[config.mk]
export PLATFORM = sky130hd
export DESIGN_NAME = mul_32_seq
export DESIGN_NICKNAME = d
export VERILOG_FILES = /design/src/rtl/mul_32_seq.sv
export SDC_FILE = /design/constraint.sdc
export NUM_CORES = 1
export LEC_CHECK = 0
export ABC_AREA = 1
export BUFFER_PORTS_ARGS = -buffer_cell sky130_fd_sc_hd__buf_4
export CELL_PAD_IN_SITES_DETAIL_PLACEMENT = 0
export CELL_PAD_IN_SITES_GLOBAL_PLACEMENT = 1
export CORE_MARGIN = 8
export CORE_UTILIZATION = 40
export DETAILED_ROUTE_END_ITERATION = 6
export GPL_TIMING_DRIVEN = 0
export MAX_ROUTING_LAYER = met4
export PLACE_DENSITY = 0.87
export SKIP_CTS_REPAIR_TIMING = 1
export SYNTH_ARGS = -nofsm -noshare
export SYNTH_HDL_FRONTEND = slang
export SYNTH_SLANG_ARGS = --single-unit
[constraint.sdc]
create_clock -name clk -period 2.9 [get_ports clk]
set_input_delay 0.29 -clock clk [delete_from_list [all_inputs] [get_ports clk]]
set_output_delay 0.29 -clock clk [all_outputs]
set_load 0.02 [all_outputs]
[src/rtl/mul_32_seq.sv]
// Sequential 32x32 signed radix-2 shift-add multiplier; 34-cycle start-to-done, start accepted in IDLE/DONE.
// Define MUL_EARLY_EXIT_EN to leave CALC as soon as the remaining multiplier bits are all zero.
module mul_32_seq (
  input  logic        clk,
  input  logic        reset,
  input  logic        start,
  input  logic [31:0] A,
  input  logic [31:0] B,
  output logic        busy,
  output logic        done,
  output logic [63:0] Y,
  output logic        Vt
);

  typedef enum logic [1:0] {IDLE, CALC, SIGN, DONE} state_t;

  state_t      state, state_nxt;
  logic [63:0] mcand;
  logic [63:0] acc;
  logic [31:0] mplier;
  logic [4:0]  cnt;
  logic        neg;

  logic        accept;
  logic        calc_last;
  logic [31:0] a_mag, b_mag;
  logic [63:0] y_nxt;

  assign accept = start && ((state == IDLE) || (state == DONE));
  // 0x80000000 negates to itself, which is the correct unsigned magnitude
  assign a_mag  = A[31] ? (~A + 32'd1) : A;
  assign b_mag  = B[31] ? (~B + 32'd1) : B;
  assign y_nxt  = neg ? (~acc + 64'd1) : acc;

`ifdef MUL_EARLY_EXIT_EN
  assign calc_last = (cnt == 5'd31) || (mplier[31:1] == 31'd0);
`else
  assign calc_last = (cnt == 5'd31);
`endif

  always_ff @(posedge clk) begin
    if (!reset) state <= IDLE;
    else        state <= state_nxt;
  end

  always_comb begin
    state_nxt = state;
    case (state)
      IDLE:    if (start) state_nxt = CALC;
      CALC:    if (calc_last) state_nxt = SIGN;
      SIGN:    state_nxt = DONE;
      DONE:    state_nxt = start ? CALC : IDLE;
      default: state_nxt = IDLE;
    endcase
  end

  always_comb begin
    busy = 1'b0;
    done = 1'b0;
    case (state)
      CALC, SIGN: busy = 1'b1;
      DONE:       done = 1'b1;
      default:    ;
    endcase
  end

  always_ff @(posedge clk) begin
    if (!reset) begin
      mcand  <= 64'd0;
      acc    <= 64'd0;
      mplier <= 32'd0;
      cnt    <= 5'd0;
      neg    <= 1'b0;
      Y      <= 64'd0;
      Vt     <= 1'b0;
    end else begin
      if (accept) begin
        mcand  <= {32'd0, a_mag};
        mplier <= b_mag;
        neg    <= A[31] ^ B[31];
        acc    <= 64'd0;
        cnt    <= 5'd0;
      end else if (state == CALC) begin
        if (mplier[0]) acc <= acc + mcand;
        mcand  <= mcand << 1;
        mplier <= mplier >> 1;
        cnt    <= cnt + 5'd1;
      end
      // Result registers change only on the edge entering DONE
      if (state == SIGN) begin
        Y  <= y_nxt;
        Vt <= (y_nxt[63:32] != {32{y_nxt[31]}});
      end
    end
  end

endmodule

==> results of run 1 <==
-- metrics by stage --
step,instance area [um^2],hold slack [ns]
6_report,20400,0.0310
5_1_grt,20400,0.0251
4_1_cts,20200,0.00605
3_5_place_dp,19200,0.456
3_3_place_gp,19200,0.452
2_1_floorplan,17500,0.439
-- worst max path at each step --
| stage | to | slack (ns) | depth (start not counted) |
|---|---|---|---|
| 4_1_cts | acc[58] | -0.61 | 16 |
| 5_1_grt | acc[62] | -0.03 | 12 |
| 3_5_place_dp | acc[58] | -0.59 | 16 |
| 6_report | acc[58] | 0.07 | 16 |
| 2_1_floorplan | acc[58] | 0.69 | 16 |
| 3_3_place_gp | acc[58] | -0.57 | 16 |
-- area by class of cell --
cell class              count  share of cell area
multi-input cells        2193               0.552
flip-flops and latches    233               0.229
inverters                 362              0.0666
repair buffers            134              0.0493
clock buffers              39              0.0388
well taps                 585              0.0359
plain buffers              98              0.0187
clock inverters            10             0.00945
diodes                      2            0.000245
-- metal layers --
metal  GRT usage  share of wire  vias up
met3      0.0388          0.065      104
met2       0.452           0.45      570
met5           -              0        -
li1            -              -     9716
met1       0.370           0.46     9000
met4      0.0962          0.032        0
-- kinds of logic (layout without fill, tap and decap cells) --
group,after synthesis,count (layout),synth area share
AO/OA/AOI/OAI,612,612,0.195
XOR/XNOR,120,120,0.0600
adder cells (fa/ha/maj),75,75,0.0540
buffers and inverters,460,643,0.0991
flip-flops,233,233,0.266
other,0,2,0
AND/OR/NAND/NOR,1386,1386,0.325
-- registers in the layout (all words and copies together) (netlist names) --
| signal | flops |
|---|---|
| mplier | 32 |
| Vt | 1 |
| cnt | 5 |
| mcand | 64 |
| Y | 64 |
| neg | 1 |
| acc | 64 |
| state | 2 |
-- layout by cell type (no fill, tap or decap), types with 5 or more instances in the layout --
master / n
nand3b_1: 5
nand3_2: 6
nor2_2: 13
nand2_1: 730
inv_1: 351
buf_4: 134
clkbuf_8: 5
o21bai_1: 9
a21oi_1: 255
o21ai_1: 15
nand2_2: 15
buf_2: 7
xnor2_1: 26
nor2_1: 411
clkbuf_16: 28
ha_1: 73
bufinv_16: 5
nor4_1: 10
a21o_1: 21
o221ai_1: 15
dfxtp_2: 8
buf_1: 9
clkbuf_1: 84
a31oi_1: 18
o21ai_0: 201
o21a_1: 9
nor3_1: 37
xor2_1: 93
nor3_2: 5
nand3_1: 102
inv_2: 7
dfxtp_1: 225
nand4_1: 35
o211ai_1: 39
a21oi_2: 6
-- power by group --
group	leakage (nW)	internal, mW	switching, mW
registers	1.90	3.92	0.635
logic	7.39	2.78	6.41
clock network	0.478	2.34	1.49
total	9.77	9.04	8.53
-- worst min-delay path, stage by stage --
cell,delay [ns]
buf_4,0.13
nand2_1,0.08
a21oi_1,0.06
==> reports/metrics.yaml, run 1 <==
power_and_ir_drop:
  peakVddDrop_mv: 0.461
  finalPower_mw: 17.6
  power.density_nw_per_um2: 861
  p_leak_nw: 9.77
sta:
  fmax_mhz: 353
  post-route-min-period_ns: 2.83
  relSlewSlack: 0.185
  hold_viol: 0
  slew_viol_final: 0
  fin_ws_ns: 0.0673
  tightest_slew_ns: 1.22
  fin_tns_setup_ns: 0
  finClkSkew_ns: 0.0135
  setup_viol: 0
  min_period_over_period: 0.977
placed_design:
  gp_congestion: 0.971
  io_buffers: 130
  dp_cells: 3601
  place_ws_ns: -0.592
  place.detailed.hpwl_mm: 60.5
synth:
  synth_edf_count: 0
  synth_area_leaders: "dfxtp_1 27%, nand2_1 16%, nor2_1 8.9%, inv_1 7.5%, a21oi_1 7.5%"
  synth_nets: 3028
  synth-seq-area-share: 0.266
  synth_top_area_share: 0.266
  yosysTopAreaCell: "dfxtp_1"
  netlist_area_um2: 17500
  postSynthCellCount: 2886
  syn_area_per_cell_um2: 6.07
  async_flop_share: 0
  yosys-top-cells-count: "737 x nand2_1, 414 x nor2_1, 351 x inv_1"
  synth_most_common_cell: "nand2_1"
  synth_ff_type: "dfxtp_1"
  synth_seq_cells: 233
  ys_warn_count: 0
  ys_types: 50
setup_path:
  critPathLaunch: "mcand[0]"
  reg2reg_from: "mcand[0]"
  worstSetupStartpointType: "flip-flop"
  crit_chain: "ha_2 -> fa_2 -> nand3_2 -> nand3_4 -> nand2_2 -> nand2_4 -> nand2_1 -> nand2_2 -> a21oi_4 -> o21ai_4 -> nand3b_1 -> nand2_2 -> xnor2_2 -> nand2_1 -> nand2_1 -> inv_1"
  slowest_delay_ns: 0.38
  critPathBufInv: 1
  critPathKind: "flip-flop to flip-flop"
  cp_max_fo: 4
  crit_family: "simple AND/OR/NAND/NOR gates"
  worstPathRequired_ns: 3.38
  reg2reg_to: "acc[58]"
  crit_path_end_kind: "flip-flop"
  crit_arrival_ns: 3.31
  r2r_setup_slack_ns: 0.07
  reg2reg_depth: 16
  crit_path_top_delay_cell: "dfxtp_2"
cells_and_area:
  drive_gt1_frac: 0.0890
  multi_input_area_um2: 11300
  fin_nets: 3192
  fin_util: 0.472
  area_growth_pct: 16.5
  fillCellCount: 4750
  seq_area_um2: 4670
  stdcell_count: 3656
clocking:
  clock_latency_ns: 0.58
  cts_tree: "yes"
  clk_pin_slew_ns: 0.06
  cts_sinks: 233
  cts_buffers: 28
  clock_path_buffers: 3
  h-tree-depth: 1
  clockRootBuffer: "clkbuf_16"
route:
  vias: 19400
  routed_via_density: 5.30
  drtAntennaViolNets: 0
  finalWirelength_mm: 72.1
  remaining_drc_errors: 0
  first_pass_iters: 6
  drtIter0Drc: 1423
  wl_per_cell_um: 19.7
worst_hold_path:
  hold_depth: 3
  min_to: "mcand[0]"
  min_from: "A[0]"
  min_path_type: "input pin to flip-flop"
floorplan:
  rows: 76
  coreArea_um2: 43200
  die_w_um: 225
  die_h_um: 225
  die_area_um2: 50700
  start_util: 0.405
  io_pins: 134
global_routing:
  antenna_found_initial: 3
  grt_max_degree: 15
  overflow: 0
  grt_use_total: 0.285
  grt_pass1_vias: 18300
  grt_first_pass_wirelength_mm: 108
flow_run:
  cap_violations: 0
run_status:
  status: "complete, no violations"
No activity file was read; power rests on OpenSTA's default activity.
==> run 2, diff against run 1 <==
- BUFFER_PORTS_ARGS: -buffer_cell sky130_fd_sc_hd__buf_4 -> default
- DONT_BUFFER_PORTS: default -> 1
- PLACE_DENSITY: 0.87 -> 0.83
==> run 2 against run 1 <==
Effect of this change:
- core utilization decreased by 2.1 points
- sequential cell count unchanged
- the flow now finishes with violations (hold timing)
- largest power group unchanged
- via count decreased by 1.6%
- combinational power decreased by 12%
- largest cell class unchanged
- clock skew increased by 0.010 ns
- cell area decreased by 4.4%
- cell count decreased by 3.3%
==> reports/metrics.yaml, run 2 (same netlist as run 1, synthesis figures left out) <==
run_status:
  status: "finished, violations left"  # was complete, no violations
  violations: "hold timing"
floorplan:
  io_pins: 134  # unchanged
  coreArea_um2: 43200  # unchanged
  rows: 76  # unchanged
  die_area_um2: 50700  # unchanged
  die_w_um: 225  # unchanged
  die_h_um: 225  # unchanged
  start_util: 0.405  # unchanged
worst_hold_path:
  min_path_type: "input pin to flip-flop"  # unchanged
power_and_ir_drop:
  swShare: 0.491  # was 0.485
  p_switching_mw: 8.33  # was 8.53 mW
  power.density_nw_per_um2: 870  # was 861 nW/um^2
  internal_power_mw: 8.63  # was 9.04 mW
  p_leak_nw: 9.17  # was 9.77 nW
  clock_power_share: 0.230  # was 0.218
  peakVddDrop_mv: 0.571  # was 0.461 mV
  p_comb_frac: 0.476  # was 0.523
  sequentialPowerShare: 0.294  # was 0.259
sta:
  fin_hold_ws_ns: -0.0313  # was 0.0310 ns
  fmax_mhz: 363  # was 353 MHz
  hold_viol: 9  # was 0
  relSlewSlack: 0.282  # was 0.185
  tightest_slew_ns: 1.08  # was 1.22 ns
  post-route-min-period_ns: 2.75  # was 2.83 ns
  finClkSkew_ns: 0.0238  # was 0.0135 ns
  min_period_over_period: 0.950  # was 0.977
  slew_viol_final: 0  # unchanged
  setup_viol: 0  # unchanged
clocking:
  cts_tree: "yes"  # unchanged
  cts_buffers: 29  # was 28
  clockRootBuffer: "clkbuf_16"  # unchanged
  h-tree-depth: 1  # unchanged
  clk_pin_slew_ns: 0.06  # about the same
  clock_latency_ns: 0.60  # was 0.58 ns
  cts_sinks: 233  # unchanged
  clock_path_buffers: 3  # unchanged
global_routing:
  grt_first_pass_wirelength_mm: 103  # was 108 mm
  grt_use_total: 0.267  # was 0.285
  grt_pass1_vias: 17900  # was 18300
  grt_max_degree: 16  # was 15
  antenna_found_initial: 1  # was 3
  overflow: 0  # unchanged
setup_path:
  crit_arrival_ns: 3.24  # was 3.31 ns
  crit_path_top_delay_cell: "fa_2"  # was dfxtp_2
  crit_chain: "ha_1 -> fa_2 -> nand3_2 -> nand3_4 -> nand2_2 -> nand2_4 -> nand2_1 -> nand2_2 -> a21oi_4 -> o21ai_4 -> nand3b_1 -> nand2_2 -> xnor2_2 -> nand2_1 -> nand2_1 -> inv_1"  # was ha_2 -> fa_2 -> nand3_2 -> nand3_4 -> nand2_2 -> nand2_4 -> nand2_1 -> nand2_2 -> a21oi_4 -> o21ai_4 -> nand3b_1 -> nand2_2 -> xnor2_2 -> nand2_1 -> nand2_1 -> inv_1
  crit_path_end_kind: "flip-flop"  # unchanged
  cp_max_fo: 4  # unchanged
  slowest_delay_ns: 0.38  # about the same
  worstSetupStartpointType: "flip-flop"  # unchanged
  worstPathRequired_ns: 3.39  # was 3.38 ns
  critPathKind: "flip-flop to flip-flop"  # unchanged
cells_and_area:
  final_cell_mix: "732 x nand2_1, 413 x nor2_1, 351 x inv_1, 256 x a21oi_1, 221 x dfxtp_1"  # was 730 x nand2_1, 411 x nor2_1, 351 x inv_1, 255 x a21oi_1, 225 x dfxtp_1
  area_growth_pct: 11.4  # was 16.5%
  final_common_cell: "nand2_1"  # unchanged
  fin_nets: 3070  # was 3192
  stdcell_count: 3534  # was 3656
  drive_gt1_frac: 0.0505  # was 0.0890
  fillCellCount: 4652  # was 4750
  top_regs: "Y: 64 flops, acc: 64 flops, mcand: 64 flops"  # unchanged
  n_antenna_cell: 0  # was 2
route:
  remaining_drc_errors: 0  # unchanged
  vias: 19100  # was 19400
  finalWirelength_mm: 67.8  # was 72.1 mm
  first_pass_iters: 5  # was 6
  drtIter0Drc: 1542  # was 1423
  routed_via_density: 5.40  # was 5.30
  wl_per_cell_um: 19.2  # was 19.7 um
  drtAntennaViolNets: 0  # unchanged
placed_design:
  dp_cells: 3471  # was 3601
  place.detailed.hpwl_mm: 55.7  # was 60.5 mm
  io_buffers: 0  # was 130
  gp_congestion: 1.02  # was 0.971
flow_run:
  cap_violations: 0  # unchanged
-- run 2: final timing paths --
| path | slack [ns] | cells after the start | from | end |
|---|---|---|---|---|
| setup reg to reg | 0.15 | 16 | mcand[0] | acc[58] |
| hold reg to reg | 0.47 | 2 | mplier[22] | mplier[22] |
| setup / recovery | 0.15 | 16 | mcand[0] | acc[58] |
| hold / removal | -0.03 | 3 | B[26] | mplier[26] |
-- run 2: cell type report --
cell class	instances	area [um^2]	area share
clock inverter	15	214	0.0110
inverter	362	1360	0.0697
multi-input combinational	2193	11200	0.575
sequential	233	4680	0.240
timing repair buffer	11	100	0.00513
clock buffer	37	816	0.0418
buffer	98	384	0.0197
tap	585	732	0.0375
-- run 2: worst max-delay path: cells and delay by family, from the launching register on --
family	cells	cell delay (ns)
xor+xnor	1	0.19
buf+inv	1	0.04
flops	1	0.36
fa+ha+maj	2	0.62
compound gates	2	0.37
simple gates	10	1.03
-- run 2: metal layers --
| metal | vias up | part of all wire | track usage |
|---|---|---|---|
| li1 | 9453 | - | - |
| met1 | 8784 | 0.43 | 0.342 |
| met2 | 702 | 0.45 | 0.436 |
| met3 | 143 | 0.076 | 0.0277 |
| met4 | 0 | 0.035 | 0.0920 |
| met5 | - | 0 | - |
-- run 2: power by group through the flow --
| stage | Sequential [mW] | Combinational, mW | Clock [mW] |
|---|---|---|---|
| 6_report | 4.99 | 8.07 | 3.90 |
| 5_1_grt | 5.08 | 8.98 | 4.09 |
| 4_1_cts | 4.98 | 7.96 | 3.95 |
| 3_5_place_dp | 5.04 | 7.91 | 0 |
| 3_3_place_gp | 5.02 | 7.84 | 0 |
| 2_1_floorplan | 4.74 | 5.55 | 0 |
-- run 2: metrics by stage --
stage                     TNS (ns)  worst slack, ns  utilization  power [mW]  cell area [um^2]
final                            0            0.146        0.452        17.0             19500
after floorplan                  0            0.690            -        10.3             17500
after global placement       -9.49           -0.393        0.422        12.9             18200
after global routing      -0.00248         -0.00248        0.452        18.1             19500
after CTS                   -14.60           -0.463        0.446        16.9             19300
after detailed placement    -13.22           -0.436        0.422        13.0             18200
==> run 3, diff against run 2 <==
- RECOVER_POWER: default -> 100
==> run 3 against run 2 <==
Effect of this change:
- the flow still finishes with violations (hold timing)
- combinational power shrank 0.9%
- fmax fell by 0.22%
- sequential cell count unchanged
- critical path depth unchanged
- core utilization down 0.12 points
- sequential share of layout area grew 0.062 points
- hold slack lost 0.0011 ns
- via count down 0.34%
- worst setup slack worse by 0.0062 ns
- wire length about the same
- first-iteration DRC count shrank 2.6%
- largest power group unchanged
- non-clock buffer count unchanged
==> reports/metrics.yaml, run 3 (same netlist as run 1, synthesis figures left out) <==
run_status:
  status: "finished, violations left"  # unchanged
  violations: "hold timing"  # unchanged
power_and_ir_drop:
  finalPower_mw: 16.9  # was 17.0 mW
  peakVddDrop_mv: 0.567  # was 0.571 mV
  power.density_nw_per_um2: 868  # was 870 nW/um^2
  p_leak_nw: 9.14  # was 9.17 nW
clocking:
  h-tree-depth: 1  # unchanged
  cts_tree: "yes"  # unchanged
  clockRootBuffer: "clkbuf_16"  # unchanged
  clock_latency_ns: 0.61  # was 0.60 ns
  cts_sinks: 233  # unchanged
  clk_pin_slew_ns: 0.06  # about the same
  cts_buffers: 29  # unchanged
  clock_path_buffers: 3  # unchanged
flow_run:
  cap_violations: 0  # unchanged
worst_hold_path:
  min_path_type: "input pin to flip-flop"  # unchanged
  hold_depth: 3  # unchanged
floorplan:
  start_util: 0.405  # unchanged
  io_pins: 134  # unchanged
  die_area_um2: 50700  # unchanged
  coreArea_um2: 43200  # unchanged
  rows: 76  # unchanged
  die_w_um: 225  # unchanged
  die_h_um: 225  # unchanged
sta:
  finClkSkew_ns: 0.0275  # was 0.0238 ns
  fin_hold_ws_ns: -0.0324  # was -0.0313 ns
  hold_viol: 10  # was 9
  fin_tns_setup_ns: 0  # unchanged
  setup_viol: 0  # unchanged
  relSlewSlack: 0.290  # was 0.282
  tightest_slew_ns: 1.06  # was 1.08 ns
  rsz0062_at_grt: "no"
  post-route-min-period_ns: 2.76  # was 2.75 ns
  fmax_mhz: 362  # was 363 MHz
  min_period_over_period: 0.952  # was 0.950
  slew_viol_final: 0  # unchanged
setup_path:
  critPathLaunch: "mcand[0]"  # unchanged
  crit_path_end_kind: "flip-flop"  # unchanged
  cp_max_fo: 4  # unchanged
  worstPathRequired_ns: 3.39  # about the same
  crit_arrival_ns: 3.25  # was 3.24 ns
  cp-endpoint: "acc[58]"  # unchanged
  reg2reg_from: "mcand[0]"  # unchanged
  reg2reg_to: "acc[58]"  # unchanged
  reg2reg_depth: 16  # unchanged
  r2r_setup_slack_ns: 0.14  # was 0.15 ns
  worstSetupStartpointType: "flip-flop"  # unchanged
  critPathKind: "flip-flop to flip-flop"  # unchanged
route:
  first_pass_iters: 5  # unchanged
  wl_per_cell_um: 19.2  # about the same
  vias: 19000  # was 19100
  drtAntennaViolNets: 0  # unchanged
  routed_via_density: 5.38  # was 5.40
  finalWirelength_mm: 67.8  # about the same
  drtIter0Drc: 1502  # was 1542
  remaining_drc_errors: 0  # unchanged
cells_and_area:
  area_growth_pct: 11.1  # was 11.4%
  stdcell_count: 3534  # unchanged
  final_cell_mix: "736 x nand2_1, 417 x nor2_1, 352 x inv_1, 256 x a21oi_1, 221 x dfxtp_1"  # was 732 x nand2_1, 413 x nor2_1, 351 x inv_1, 256 x a21oi_1, 221 x dfxtp_1
  top_regs: "Y: 64 flops, acc: 64 flops, mcand: 64 flops"  # unchanged
  fin_util: 0.451  # was 0.452
  n_antenna_cell: 0  # unchanged
  fin_nets: 3070  # unchanged
  drive_gt1_frac: 0.0461  # was 0.0505
  final_common_cell: "nand2_1"  # unchanged
global_routing:
  grt.busiest_layer: "met2"  # unchanged
  grt_use_total: 0.267  # unchanged
  grt_max_degree: 16  # unchanged
  grt_pass1_vias: 17900  # unchanged
  use_met2: 0.436  # unchanged
  grt_first_pass_wirelength_mm: 103  # unchanged
  gr-usage-met1: 0.342  # unchanged
  antenna_found_initial: 1  # unchanged
  met3_usage: 0.0277  # unchanged
  overflow: 0  # unchanged
placed_design:
  place.detailed.hpwl_mm: 55.7  # unchanged
  io_buffers: 0  # unchanged
  gp_congestion: 1.02  # unchanged
  dp_cells: 3471  # unchanged
-- run 3: cell count changes in the layout (fill, tap and decap cells not counted), sizes merged --
cell | before | now
buf | 19 | 9
clkbuf | 120 | 130
-- run 3: cell type report --
type | instances | area [um^2]
buffer | 98 | 382
clock buffer | 37 | 816
clock inverter | 15 | 214
fill | 4657 | 23700
inverter | 362 | 1360
multi-input combinational | 2193 | 11200
sequential | 233 | 4680
tap | 585 | 732
timing repair buffer | 11 | 97.6
-- run 3: worst max-delay path: stages (launching register included) --
cell and delay [ns]:
dfxtp_2 0.36, ha_1 0.24, fa_2 0.38, nand3_2 0.11, nand3_4 0.10, nand2_2 0.09
nand2_4 0.09, nand2_1 0.09, nand2_2 0.09, a21oi_4 0.27, o21ai_4 0.10, nand3b_1 0.14
nand2_2 0.10, xnor2_2 0.20, nand2_1 0.10, nand2_1 0.12, inv_1 0.04
-- run 3: layer usage --
metal | vias up | part of all wire
met5 | - | 0
met4 | 0 | 0.034
met3 | 137 | 0.071
met2 | 681 | 0.46
met1 | 8732 | 0.44
li1 | 9467 | -
-- run 3: stage by stage --
stage          setup slack (ns)  cell area, um^2
2_1_floorplan             0.690            17500
3_3_place_gp             -0.393            18200
3_5_place_dp             -0.436            18200
4_1_cts                  -0.463            19300
5_1_grt                 0.00344            19500
6_report                  0.140            19500
-- run 3: how the worst min path moves through the flow --
stage | startpoint | end | slack [ns]
final | B[16] | mplier[16] | -0.03
after global routing | A[15] | mcand[15] | 0.005
after CTS | A[0] | mcand[0] | -0.18
after detailed placement | A[0] | mcand[0] | 0.45
after global placement | A[0] | mcand[0] | 0.45
after floorplan | A[0] | mcand[0] | 0.44
-- run 3: where the power goes --
group	internal [mW]	switching, mW
Sequential	3.92	1.07
Clock	2.35	1.55
Combinational	2.33	5.67
